$ cat config.mk
export PLATFORM = sky130hd
export DESIGN_NAME = mem_arbiter
export DESIGN_NICKNAME = d
export VERILOG_FILES = /design/src/rtl/mem_arb_pkg.sv /design/src/rtl/mem_arbiter_wait_counter.sv /design/src/rtl/mem_arbiter.sv
export SDC_FILE = /design/constraint.sdc
export NUM_CORES = 1
export LEC_CHECK = 0
export BUFFER_PORTS_ARGS = -buffer_cell sky130_fd_sc_hd__buf_2
export CAP_MARGIN = 40
export CORE_AREA = 2 2 118 120
export DETAILED_ROUTE_END_ITERATION = 12
export DIE_AREA = 0 0 120 122
export PLACE_DENSITY = 0.73
export SLEW_MARGIN = 20
export SYNTH_ARGS = -nofsm -noshare
export SYNTH_HDL_FRONTEND = slang
export SYNTH_HIERARCHICAL = 1
export SYNTH_SLANG_ARGS = --single-unit
$ cat constraint.sdc
create_clock -name Clk -period 5.93 [get_ports Clk]
set_input_delay 0.2965 -clock Clk [delete_from_list [all_inputs] [get_ports Clk]]
set_output_delay 0.2965 -clock Clk [all_outputs]
set_load 0.05 [all_outputs]
$ cat src/rtl/mem_arb_pkg.sv
// mem_arb_pkg: shared types and constants for the SLC-3 memory arbiter.
//   arb_state_t     - arbiter FSM states
//   req_id_t        - requester identity (CPU datapath or program loader)
//   IO_ADDR_DEFAULT - word address decoded as memory-mapped I/O
package mem_arb_pkg;

  typedef enum logic [2:0] {
    ST_IDLE   = 3'd0,
    ST_GRANT  = 3'd1,  // folded into the IDLE->ACCESS/IO edge, never occupied
    ST_ACCESS = 3'd2,
    ST_IO     = 3'd3,
    ST_DONE   = 3'd4
  } arb_state_t;

  typedef enum logic {
    REQ_CPU = 1'b0,
    REQ_LDR = 1'b1
  } req_id_t;

  localparam logic [15:0] IO_ADDR_DEFAULT = 16'hFFFF;

endpackage

$ cat src/rtl/mem_arbiter_wait_counter.sv
// wait_counter: 4-bit loadable down-counter that paces SRAM wait states.
//   clk, rst_n - clock and asynchronous active-low reset
//   load       - load load_val (has priority over dec)
//   load_val   - value loaded on load
//   dec        - decrement by one; saturates at zero
//   count      - current count
//   zero       - count equals zero
module wait_counter
  import mem_arb_pkg::*;
(
  input  logic       clk,
  input  logic       rst_n,
  input  logic       load,
  input  logic [3:0] load_val,
  input  logic       dec,
  output logic [3:0] count,
  output logic       zero
);

  logic [3:0] count_d;
  logic [3:0] count_q;

  // Next-count selection: load, saturating decrement, or hold.
  always_comb begin
    count_d = count_q;
    if (load) begin
      count_d = load_val;
    end else if (dec && (count_q != 4'd0)) begin
      count_d = count_q - 4'd1;
    end else begin
      count_d = count_q;
    end
  end

  // Count register.
  always_ff @(posedge clk or negedge rst_n) begin
    if (!rst_n) begin
      count_q <= 4'd0;
    end else begin
      count_q <= count_d;
    end
  end

  assign count = count_q;
  assign zero  = (count_q == 4'd0);

endmodule

$ cat src/rtl/mem_arbiter.sv
// mem_arbiter: arbitrates CPU and loader memory requests onto the board SRAM
// with a fixed wait-state count, and decodes one I/O word (switch read,
// hex-display write).
//   Clk, Reset              - clock; asynchronous active-low reset
//   cpu_*/ldr_*             - req, we, addr, wdata in; one-cycle ack out
//   rdata                   - registered read data, held until next read
//   sw / hex_out            - switch inputs / display register
//   mem_ce_n/oe_n/we_n      - registered active-low SRAM strobes
//   mem_addr/wdata/rdata    - SRAM address, write data, read data
module mem_arbiter
  import mem_arb_pkg::*;
#(
  parameter int          WAIT_CYCLES = 2,
  parameter logic [15:0] IO_ADDR     = IO_ADDR_DEFAULT
) (
  input  logic        Clk,
  input  logic        Reset,
  input  logic        cpu_req,
  input  logic        ldr_req,
  input  logic        cpu_we,
  input  logic        ldr_we,
  input  logic [15:0] cpu_addr,
  input  logic [15:0] ldr_addr,
  input  logic [15:0] cpu_wdata,
  input  logic [15:0] ldr_wdata,
  output logic        cpu_ack,
  output logic        ldr_ack,
  output logic [15:0] rdata,
  input  logic [15:0] sw,
  output logic [15:0] hex_out,
  output logic        mem_ce_n,
  output logic        mem_oe_n,
  output logic        mem_we_n,
  output logic [15:0] mem_addr,
  output logic [15:0] mem_wdata,
  input  logic [15:0] mem_rdata
);

  localparam logic [3:0] WAIT_LOAD = 4'(WAIT_CYCLES - 1);

  arb_state_t  state_d, state_q;
  req_id_t     grant_d, grant_q;
  req_id_t     last_grant_d, last_grant_q;
  req_id_t     win_s;
  logic        we_d, we_q;
  logic [15:0] addr_d, addr_q;
  logic [15:0] wdata_d, wdata_q;
  logic [15:0] rdata_d, rdata_q;
  logic [15:0] hex_d, hex_q;
  logic        cpu_ack_d, cpu_ack_q;
  logic        ldr_ack_d, ldr_ack_q;
  logic        ce_n_d, ce_n_q;
  logic        oe_n_d, oe_n_q;
  logic        we_n_d, we_n_q;
  logic [15:0] maddr_d, maddr_q;
  logic [15:0] mwdata_d, mwdata_q;
  logic        cnt_load_s;
  logic        cnt_dec_s;
  logic        cnt_zero_s;
  logic [3:0]  cnt_val_s;

  wait_counter u_wait_counter (
    .clk      (Clk),
    .rst_n    (Reset),
    .load     (cnt_load_s),
    .load_val (WAIT_LOAD),
    .dec      (cnt_dec_s),
    .count    (cnt_val_s),
    .zero     (cnt_zero_s)
  );

  // FSM next state, operand latching and next values of all registered outputs.
  always_comb begin
    state_d      = state_q;
    grant_d      = grant_q;
    last_grant_d = last_grant_q;
    win_s        = REQ_CPU;
    we_d         = we_q;
    addr_d       = addr_q;
    wdata_d      = wdata_q;
    rdata_d      = rdata_q;
    hex_d        = hex_q;
    cnt_load_s   = 1'b0;
    cnt_dec_s    = 1'b0;

    case (state_q)
      ST_IDLE: begin
        if (cpu_req || ldr_req) begin
          // Tie goes to whoever was not served last.
          if (cpu_req && ldr_req) begin
            win_s = (last_grant_q == REQ_LDR) ? REQ_CPU : REQ_LDR;
          end else if (cpu_req) begin
            win_s = REQ_CPU;
          end else begin
            win_s = REQ_LDR;
          end
          grant_d = win_s;
          if (win_s == REQ_CPU) begin
            we_d    = cpu_we;
            addr_d  = cpu_addr;
            wdata_d = cpu_wdata;
          end else begin
            we_d    = ldr_we;
            addr_d  = ldr_addr;
            wdata_d = ldr_wdata;
          end
          if (addr_d == IO_ADDR) begin
            state_d = ST_IO;
          end else begin
            state_d    = ST_ACCESS;
            cnt_load_s = 1'b1;
          end
        end else begin
          state_d = ST_IDLE;
        end
      end
      ST_ACCESS: begin
        if (cnt_zero_s) begin
          if (!we_q) begin
            rdata_d = mem_rdata;
          end else begin
            rdata_d = rdata_q;
          end
          state_d = ST_DONE;
        end else begin
          cnt_dec_s = 1'b1;
        end
      end
      ST_IO: begin
        if (we_q) begin
          hex_d = wdata_q;
        end else begin
          rdata_d = sw;
        end
        state_d = ST_DONE;
      end
      ST_DONE: begin
        last_grant_d = grant_q;
        state_d      = ST_IDLE;
      end
      default: begin
        state_d = ST_IDLE;
      end
    endcase

    // Outputs are registered from the next state so they line up with it.
    cpu_ack_d = (state_d == ST_DONE) && (grant_d == REQ_CPU);
    ldr_ack_d = (state_d == ST_DONE) && (grant_d == REQ_LDR);
    ce_n_d    = !(state_d == ST_ACCESS);
    oe_n_d    = !((state_d == ST_ACCESS) && !we_d);
    we_n_d    = !((state_d == ST_ACCESS) && we_d);
    maddr_d   = (state_d == ST_ACCESS) ? addr_d : maddr_q;
    mwdata_d  = ((state_d == ST_ACCESS) && we_d) ? wdata_d : mwdata_q;
  end

  // State, operand and output registers.
  always_ff @(posedge Clk or negedge Reset) begin
    if (!Reset) begin
      state_q      <= ST_IDLE;
      grant_q      <= REQ_LDR;
      last_grant_q <= REQ_LDR;
      we_q         <= 1'b0;
      addr_q       <= 16'h0000;
      wdata_q      <= 16'h0000;
      rdata_q      <= 16'h0000;
      hex_q        <= 16'h0000;
      cpu_ack_q    <= 1'b0;
      ldr_ack_q    <= 1'b0;
      ce_n_q       <= 1'b1;
      oe_n_q       <= 1'b1;
      we_n_q       <= 1'b1;
      maddr_q      <= 16'h0000;
      mwdata_q     <= 16'h0000;
    end else begin
      state_q      <= state_d;
      grant_q      <= grant_d;
      last_grant_q <= last_grant_d;
      we_q         <= we_d;
      addr_q       <= addr_d;
      wdata_q      <= wdata_d;
      rdata_q      <= rdata_d;
      hex_q        <= hex_d;
      cpu_ack_q    <= cpu_ack_d;
      ldr_ack_q    <= ldr_ack_d;
      ce_n_q       <= ce_n_d;
      oe_n_q       <= oe_n_d;
      we_n_q       <= we_n_d;
      maddr_q      <= maddr_d;
      mwdata_q     <= mwdata_d;
    end
  end

  assign cpu_ack   = cpu_ack_q;
  assign ldr_ack   = ldr_ack_q;
  assign rdata     = rdata_q;
  assign hex_out   = hex_q;
  assign mem_ce_n  = ce_n_q;
  assign mem_oe_n  = oe_n_q;
  assign mem_we_n  = we_n_q;
  assign mem_addr  = maddr_q;
  assign mem_wdata = mwdata_q;

endmodule

==> results of run 1 <==
==> placed cells by master (no fill, tap or decap), drive strengths merged, types with 17 or more instances in the layout <==
master,n
buf,182
dfrtp,106
nand2,57
nor2,57
mux2i,32
o21ai,22
a21oi,20
and2,17
mux2,17
a221o,17
==> how the worst max path moves through the flow <==
stage                                  startpoint                      end  slack, ns  cells after the start
after floorplan           u_wait_counter/count[0]  u_wait_counter/count[3]       3.26                      9
after global placement               cpu_addr[14]             mem_wdata[9]       3.12                      6
after detailed placement             cpu_addr[14]              mem_addr[5]       3.08                      7
after CTS                 u_wait_counter/count[0]            mem_wdata[15]       3.18                      8
after global routing      u_wait_counter/count[0]            mem_wdata[15]       3.02                      8
final                     u_wait_counter/count[0]             mem_wdata[7]       3.21                      8
==> sequential cells by signal, indices dropped and copies added (netlist names) <==
| name | flops |
|---|---|
| wdata_q | 16 |
| we_q | 1 |
| mem_oe_n | 1 |
| mem_ce_n | 1 |
| cpu_ack | 1 |
| mem_wdata | 16 |
| mem_addr | 16 |
| addr_q | 16 |
| u_wait_counter/count | 4 |
| last_grant_q | 1 |
| grant_q | 1 |
| ldr_ack | 1 |
| rdata | 16 |
| mem_we_n | 1 |
| hex_out | 16 |
| state_q | 3 |
==> layer usage <==
| layer | track usage [%] | routed length [µm] | vias up |
|---|---|---|---|
| li1 | - | - | 2124 |
| met2 | 33.7 | 7260 | 170 |
| met5 | 0 | 0 | - |
| met4 | 4.34 | 98 | 0 |
| met1 | 25.3 | 6100 | 2212 |
| met3 | 4.82 | 917 | 10 |
==> cells by family (layout without fill, tap and decap cells) <==
family | after synthesis | in the layout | share of synthesized area, %
compound gates | 114 | 114 | 16.4
fa+ha+maj | 1 | 1 | 0.238
buf+inv | 40 | 206 | 3.36
flops | 111 | 111 | 53.0
mux | 49 | 49 | 9.75
other cells | 2 | 4 | 0.143
simple gates | 175 | 175 | 17.0
==> per-stage QoR <==
step | cell area, µm² | total power [mW] | hold slack [ns]
6_report | 6730 | 3.88 | 0.209
5_1_grt | 6730 | 4.11 | 0.200
4_1_cts | 6660 | 3.90 | 0.189
3_5_place_dp | 6330 | 3.23 | 0.371
3_3_place_gp | 6240 | 3.12 | 0.375
2_1_floorplan | 5260 | 2.70 | 0.000909
==> cell type report <==
type                       instances  area, µm²
clock inverter                     3       65.1
inverter                           7       26.3
timing repair buffer             183       1040
tap                              180        225
fill                            1245       6780
clock buffer                      13        260
sequential                       111       2780
multi-input combinational        343       2320
==> report_power, final <==
part | leakage (nW) | internal [mW] | switching [mW]
Clock | 0.160 | 0.393 | 0.262
Sequential | 1.33 | 1.08 | 0.197
Combinational | 1.84 | 0.633 | 1.31
==> repair_timing <==
action	in CTS	in global routing
hold buffers	1	0
gates resized for setup	0	0
hold endpoints to repair	16	0
==> worst register-to-register path, cell delays in order (launching register included) <==
cell and delay [ns]:
dfrtp_1 0.34, inv_1 0.07, ha_1 0.25, or3b_4 0.28, inv_1 0.09, nor3b_4 0.68, buf_4 0.46, a2bb2oi_4 0.24
o2bb2ai_1 0.19
==> summary.txt, run 1 <==
status - completed
fin worst setup slack - 3.21 ns
WP data arrival - 2.94 ns
placed insts - 819
initial core utilization - 38.9%
Slew Limit Fails - 0
Die ar. - 14600 µm²
crit path launch type - flip-flop
RSZ-0062 raised after global routing - no
drt pass-1 iters - 6
hold wc startpoint - cpu_wdata[0]
pin count of the biggest net entering global routing - 61
Worst path slowest cell - nor3b_4
reg2reg end - mem_wdata[7]
first-pass GRT wire length - 22700 µm
CTS Buffer Depth - 2
post-synth top area cell - dfrtp_1
Antenna diodes - 0
Die Ht - 122 µm
Min-Delay Path Depth - 3
clock tree from TritonCTS - built
Root Driver - clkbuf_16
Hold Crit Class - primary input to flip-flop
routed vias - 4516
number of synthesized flops with an enable pin - 0
Clock Latency Late Sink - 0.35 ns
clock skew - 0.00643 ns
# rows - 43
Reg2Reg Setup Slack - 3.21 ns
Top FF cell, synth - dfrtp_1
crit path cell chain - inv_1 -> ha_1 -> or3b_4 -> inv_1 -> nor3b_4 -> buf_4 -> a2bb2oi_4 -> o2bb2ai_1
initial antenna violation count - 0
fin nets - 758
Crit path top cell by count - inv_1
Finished Layout Cells - 840
Sink Count - 111
Post-DRT Antenna Nets - 0
CTS clock-pin slew for the worst setup and hold paths - 0.07 ns
Hold Crit Endpoint - wdata_q[0]
number of buffers created by CTS - 9
final number of setup-violating endpoints - 0
Core Area - 13500 µm²
width of the chip - 120 µm
Final TNS setup - 0 ns
total grt overflow - 0
commonest cells in the netlist - dfrtp_1 (106), nand2_1 (57), nor2_1 (56)
ys async rst share - 100%
CP max stage delay - 0.68 ns
crit share post-route - 45.9%
Total Routed Length - 14400 µm
YS warnings - 6
Worst Setup Path Type - flip-flop to flip-flop
number of setup buffers added after CTS - 0
Max Clock Freq - 367 MHz
Max Cap Violations - 0
# IOs - 171
Max VDD drop - 0.000374 V
P_leak - 3.33 nW
Synth top area share - 50.5%
Netlist cell types - 48
register area share after synthesis - 53.0%
Syn Std Cell Area - 5250 µm²
dpl ws - 3.08 ns
Final Util - 49.8%
area grow syn2layout - 28.2%
register bit total from synthesis - 111
main area contributors after synthesis - dfrtp_1 (51%), mux2i_1 (6.1%), nand2_1 (4.1%)
share of layout cells above drive strength 1 - 37.1%
RePlAce Congestion - 0.807
Port-buffer cells - 170
CP Buf/Inv Count - 3
power density cells - 577 nW/µm²
vias in the first global route - 4450
drt wl/cell - 17.1 µm
slew margin rel. - 45.9%
cell with the most instances after synthesis - dfrtp_1
Syn Area/Cell - 10.7 µm²
H-tree depth - 3
post-synthesis cell count - 492
drt drc - 0
r2r startpoint - u_wait_counter/count[0]
critical path required time - 6.15 ns
Hold Vio Cnt, Final - 0
worst r2r path cells - 8
crit path max fanout - 29
CP delay by family, top - simple AND/OR/NAND/NOR gates
critical path endpoint category - flip-flop
worst slew pin tran - 0.810 ns
GRT Resource Usage Total - 19.7%
vias per cell - 5.38
Iteration-0 DRC Markers - 290
min cycle time layout - 2.72 ns
Post-DP HPWL - 10400 µm
Power figures use the tool's default switching activity.
==> run 2: changes to the inputs <==
Clock period 5.93 ns to 2.8 ns, I/O delays scaled along.
==> summary.txt, run 2 (synthesis results as in run 1) <==
status - completed
Sw Share - 45.4%
Port-buffer cells - 170
Setup crit start - u_wait_counter/count[0]
min cycle time layout - 2.22 ns
Slew Limit Fails - 0
Die Ht - 122 µm
fill count - 1230
Max Cap Violations - 0
Die ar. - 14600 µm²
crit path max fanout - 5
RSZ-0062 raised after global routing - no
worst r2r path cells - 8
initial antenna violation count - 0
placed cell areas - 6340 µm²
crit path cell chain - inv_1 -> ha_1 -> or3b_4 -> inv_1 -> nor3b_4 -> nor4b_1 -> nor3b_1 -> a221o_1
# rows - 43
CP max stage delay - 0.42 ns
Core Area - 13500 µm²
crit share post-route - 79.2%
GRT Resource Usage Total - 20.1%
critical path required time - 3.04 ns
fin worst setup slack - 0.582 ns
total grt overflow - 0
Hold Crit Class - primary input to flip-flop
# IOs - 171
Total Routed Length - 14500 µm
CTS Buffer Depth - 2
Max Clock Freq - 451 MHz
Worst Setup Path Type - flip-flop to flip-flop
Final TNS setup - 0 ns
Comb power frac - 49.7%
P_leak - 3.32 nW
Iteration-0 DRC Markers - 353
Net Switching - 3.75 mW
drt drc - 0
critical path endpoint category - flip-flop
clock skew - 0.00777 ns
area grow syn2layout - 27.7%
Clock Latency Late Sink - 0.35 ns
Antenna diodes - 0
number of buffers created by CTS - 9
crit path launch type - flip-flop
Crit path top cell by count - inv_1
RePlAce Congestion - 0.845
dpl ws - 0.580 ns
WP data arrival - 2.45 ns
critical path depth - 8
post-route design area - 6700 µm²
Power Internal - 4.51 mW
width of the chip - 120 µm
CP delay by family, top - simple AND/OR/NAND/NOR gates
commonest non-fill, non-tap cell in the layout - buf_2
CTS clock-pin slew for the worst setup and hold paths - 0.07 ns
drt pass-1 iters - 5
Post-DP HPWL - 10400 µm
Max VDD drop - 0.000832 V
number of setup buffers added after CTS - 0
clock tree from TritonCTS - built
CP Capture Point - u_wait_counter/count[3]
drt wl/cell - 17.2 µm
worst slew pin tran - 0.704 ns
Seq pwr share - 32.7%
reg2reg end - u_wait_counter/count[3]
vias in the first global route - 4456
initial core utilization - 38.9%
final number of setup-violating endpoints - 0
Reg2Reg Setup Slack - 0.58 ns
H-tree depth - 3
Clk network pwr share - 17.5%
most frequent cells in the layout - buf_2 (169), dfrtp_1 (106), nand2_1 (57), nor2_1 (53), mux2i_1 (32)
Root Driver - clkbuf_16
routed vias - 4534
power density cells - 1230 nW/µm²
Worst path slowest cell - nor4b_1
pin count of the biggest net entering global routing - 55
Hold Vio Cnt, Final - 0
fin nets - 762
share of layout cells above drive strength 1 - 37.3%
CP Buf/Inv Count - 2
Post-DRT Antenna Nets - 0
first-pass GRT wire length - 23000 µm
r2r startpoint - u_wait_counter/count[0]
Sink Count - 111
slew margin rel. - 53.1%
vias per cell - 5.37
run 2: cell count changes in the layout (fill, tap and decap cells not counted), moves of 2 or more:
cell and change:
buf_4 +9, buf_16 -3, buf_6 -2, clkbuf_8 -2
run 2: repair_timing:
action / in CTS / in global routing
resized for setup: 0 / 0
endpoints found under the hold margin: 51 / 0
setup endpoints to repair: 0 / 0
hold buffers: 1 / 0
run 2: cell type report:
cell class / count / area (µm²) / area share [%]
multi-input cells: 343 / 2320 / 34.7
flip-flops and latches: 111 / 2780 / 41.5
inverters: 7 / 26.3 / 0.392
clock inverters: 4 / 95.1 / 1.42
repair buffers: 187 / 1010 / 15.1
clock buffers: 12 / 236 / 3.53
well taps: 180 / 225 / 3.36
run 2: power by group through the flow:
stage | Combinational (mW) | Clock [mW] | Sequential, mW
final | 4.11 | 1.45 | 2.70
after global routing | 4.43 | 1.54 | 2.79
after CTS | 4.12 | 1.47 | 2.71
after detailed placement | 4.11 | 0 | 2.72
after global placement | 3.98 | 0 | 2.71
after floorplan | 1.86 | 0 | 3.86
run 2: worst min path at each step:
stage	start	endpoint	slack (ns)	depth (start not counted)
4_1_cts	cpu_wdata[0]	wdata_q[0]	0.04	3
6_report	cpu_wdata[1]	wdata_q[1]	0.05	3
2_1_floorplan	Reset	addr_q[0]	-0.16	0
3_5_place_dp	Reset	wdata_q[2]	0.23	1
5_1_grt	ldr_wdata[9]	wdata_q[9]	0.06	3
3_3_place_gp	Reset	hex_out[1]	0.23	1
run 2: tightest hold or removal path: stages:
cell	delay, ns
buf_2	0.11
nand2_1	0.05
a31oi_1	0.07
run 2: per-layer routing:
layer  track usage (%)  vias up  wire length, µm
met3              3.65       11              767
met4              7.35        0              183
met5                 0        -                0
met2              32.8      144             7230
li1                  -     2132                -
met1              26.9     2247             6360
run 2: per-stage QoR:
| step | utilization [%] | cells | hold slack (ns) | total power, mW |
|---|---|---|---|---|
| global route | 49.6 | 844 | 0.0590 | 8.75 |
| finish | 49.6 | 844 | 0.0516 | 8.26 |
| global placement | 46.8 | 824 | 0.228 | 6.69 |
| CTS | 49.5 | 842 | 0.0423 | 8.30 |
| floorplan | - | 494 | -0.156 | 5.72 |
| detailed placement | 46.9 | 825 | 0.227 | 6.83 |
==> run 3: changes to the inputs <==
Settings changed: PLACE_DENSITY 0.73 to 0.75.
Clock period 2.8 ns to 1.9 ns, I/O delays scaled along.
==> summary.txt, run 3 (synthesis results as in run 1) <==
power density cells - 1780 nW/µm²
final number of setup-violating endpoints - 0
most frequent cells in the layout - buf_2 (169), dfrtp_1 (106), nand2_1 (57), nor2_1 (52), mux2i_1 (32)
critical path required time - 2.17 ns
clock skew - 0.00722 ns
width of the chip - 120 µm
Core Area - 13500 µm²
RePlAce Congestion - 0.846
total grt overflow - 0
share of layout cells above drive strength 1 - 41.5%
fin nets - 794
Max VDD drop - 0.00136 V
Antenna diodes - 0
WP data arrival - 2.17 ns
Sink Count - 111
placed insts - 848
slew margin rel. - 64.0%
crit share post-route - 99.9%
routed vias - 4647
Root Driver - clkbuf_16
drt drc - 0
Slew Limit Fails - 0
CTS Buffer Depth - 2
# IOs - 171
CTS clock-pin slew for the worst setup and hold paths - 0.07 ns
Post-DRT Antenna Nets - 0
RSZ-0062 raised after global routing - yes
crit path max fanout - 17
Post-DP HPWL - 10500 µm
Finished Layout Cells - 876
area grow syn2layout - 35.4%
placed cell areas - 6660 µm²
Max Cap Violations - 0
vias in the first global route - 4559
vias per cell - 5.30
Total Routed Length - 14500 µm
Iteration-0 DRC Markers - 293
post-route design area - 7110 µm²
status - completed
P_leak - 3.50 nW
Die ar. - 14600 µm²
first-pass GRT wire length - 22900 µm
Hold Vio Cnt, Final - 0
Port-buffer cells - 170
Max Clock Freq - 527 MHz
Final Util - 52.6%
min cycle time layout - 1.90 ns
pin count of the biggest net entering global routing - 49
# rows - 43
drt pass-1 iters - 5
GRT Resource Usage Total - 20.0%
Clock Latency Late Sink - 0.35 ns
total power - 12.6 mW
initial core utilization - 38.9%
crit path launch type - flip-flop
clock tree from TritonCTS - built
number of buffers created by CTS - 9
Worst Setup Path Type - flip-flop to flip-flop
Die Ht - 122 µm
commonest non-fill, non-tap cell in the layout - buf_2
initial antenna violation count - 0
Hold Crit Class - primary input to flip-flop
worst slew pin tran - 0.535 ns
critical path endpoint category - flip-flop
H-tree depth - 3
drt wl/cell - 16.6 µm
run 3: cell types whose count changed in the layout (fill, tap and decap cells not counted), sizes merged:
| cell | previous run | this run |
|---|---|---|
| clkbuf | 12 | 13 |
| nor2 | 57 | 58 |
| dlygate4sd3 | 1 | 9 |
| clkinv | 1 | 3 |
| buf | 186 | 209 |
| bufinv | 3 | 0 |
run 3: power by group:
group | switching, mW | internal [mW] | leakage [nW]
sequential | 0.593 | 3.38 | 1.33
combinational | 4.33 | 2.58 | 2.03
clock | 0.833 | 0.926 | 0.134
run 3: metal layers:
layer / vias up / wire length (µm) / share of wire, % / GRT usage, %
met4: 0 / 133 / 0.91 / 5.07
met5: - / 0 / 0 / 0
li1: 2207 / - / - / -
met2: 173 / 7540 / 52 / 34.9
met3: 9 / 930 / 6.4 / 5.24
met1: 2258 / 5930 / 41 / 24.6
run 3: through the flow:
step	setup slack, ns	TNS [ns]	hold WS [ns]
finish	0.00160	0	0.0170
global route	-0.107	-3.54	0.00218
CTS	0.00120	0	0.000281
detailed placement	-0.118	-2.39	0.0361
global placement	-0.0452	-0.511	0.0357
floorplan	-0.367	-2.91	-0.201
run 3: path summary, 6_finish.rpt:
| path | startpoint | endpoint | slack (ns) | depth (start not counted) |
|---|---|---|---|---|
| min in group asynchronous | Reset | mem_wdata[2] | 0.20 | 2 |
| worst max register to register | u_wait_counter/count[0] | mem_wdata[1] | 0.002 | 10 |
| max in group asynchronous | Reset | mem_ce_n | 1.04 | 3 |
| worst min-delay path | cpu_wdata[2] | wdata_q[2] | 0.02 | 3 |
| worst min register to register | addr_q[11] | addr_q[11] | 0.49 | 2 |
| worst max-delay path | u_wait_counter/count[0] | mem_wdata[1] | 0.002 | 10 |
run 3: area by class of cell:
type / count / area, µm²
inverters: 7 / 31.3
flip-flops and latches: 111 / 2780
fillers: 1202 / 6390
multi-input cells: 344 / 2430
clock inverters: 3 / 18.8
clock buffers: 13 / 250
well taps: 180 / 225
repair buffers: 218 / 1370
run 3: what timing repair did:
action                     CTS  global route
gates cloned                 0             1
setup buffers                0             2
gates resized for setup      9             7
pin swaps                    3             3
hold endpoints to repair    29             0
hold buffers                 9             0
setup endpoints to repair   34            53
run 3: worst max-delay path: stages (launching register included):
cell and delay, ns:
dfrtp_1 0.39, inv_2 0.08, ha_4 0.13, or3b_4 0.39
inv_4 0.07, nor3b_4 0.05, buf_6 0.13, buf_12 0.13
a2bb2oi_4 0.14, buf_12 0.17, o2bb2ai_1 0.13
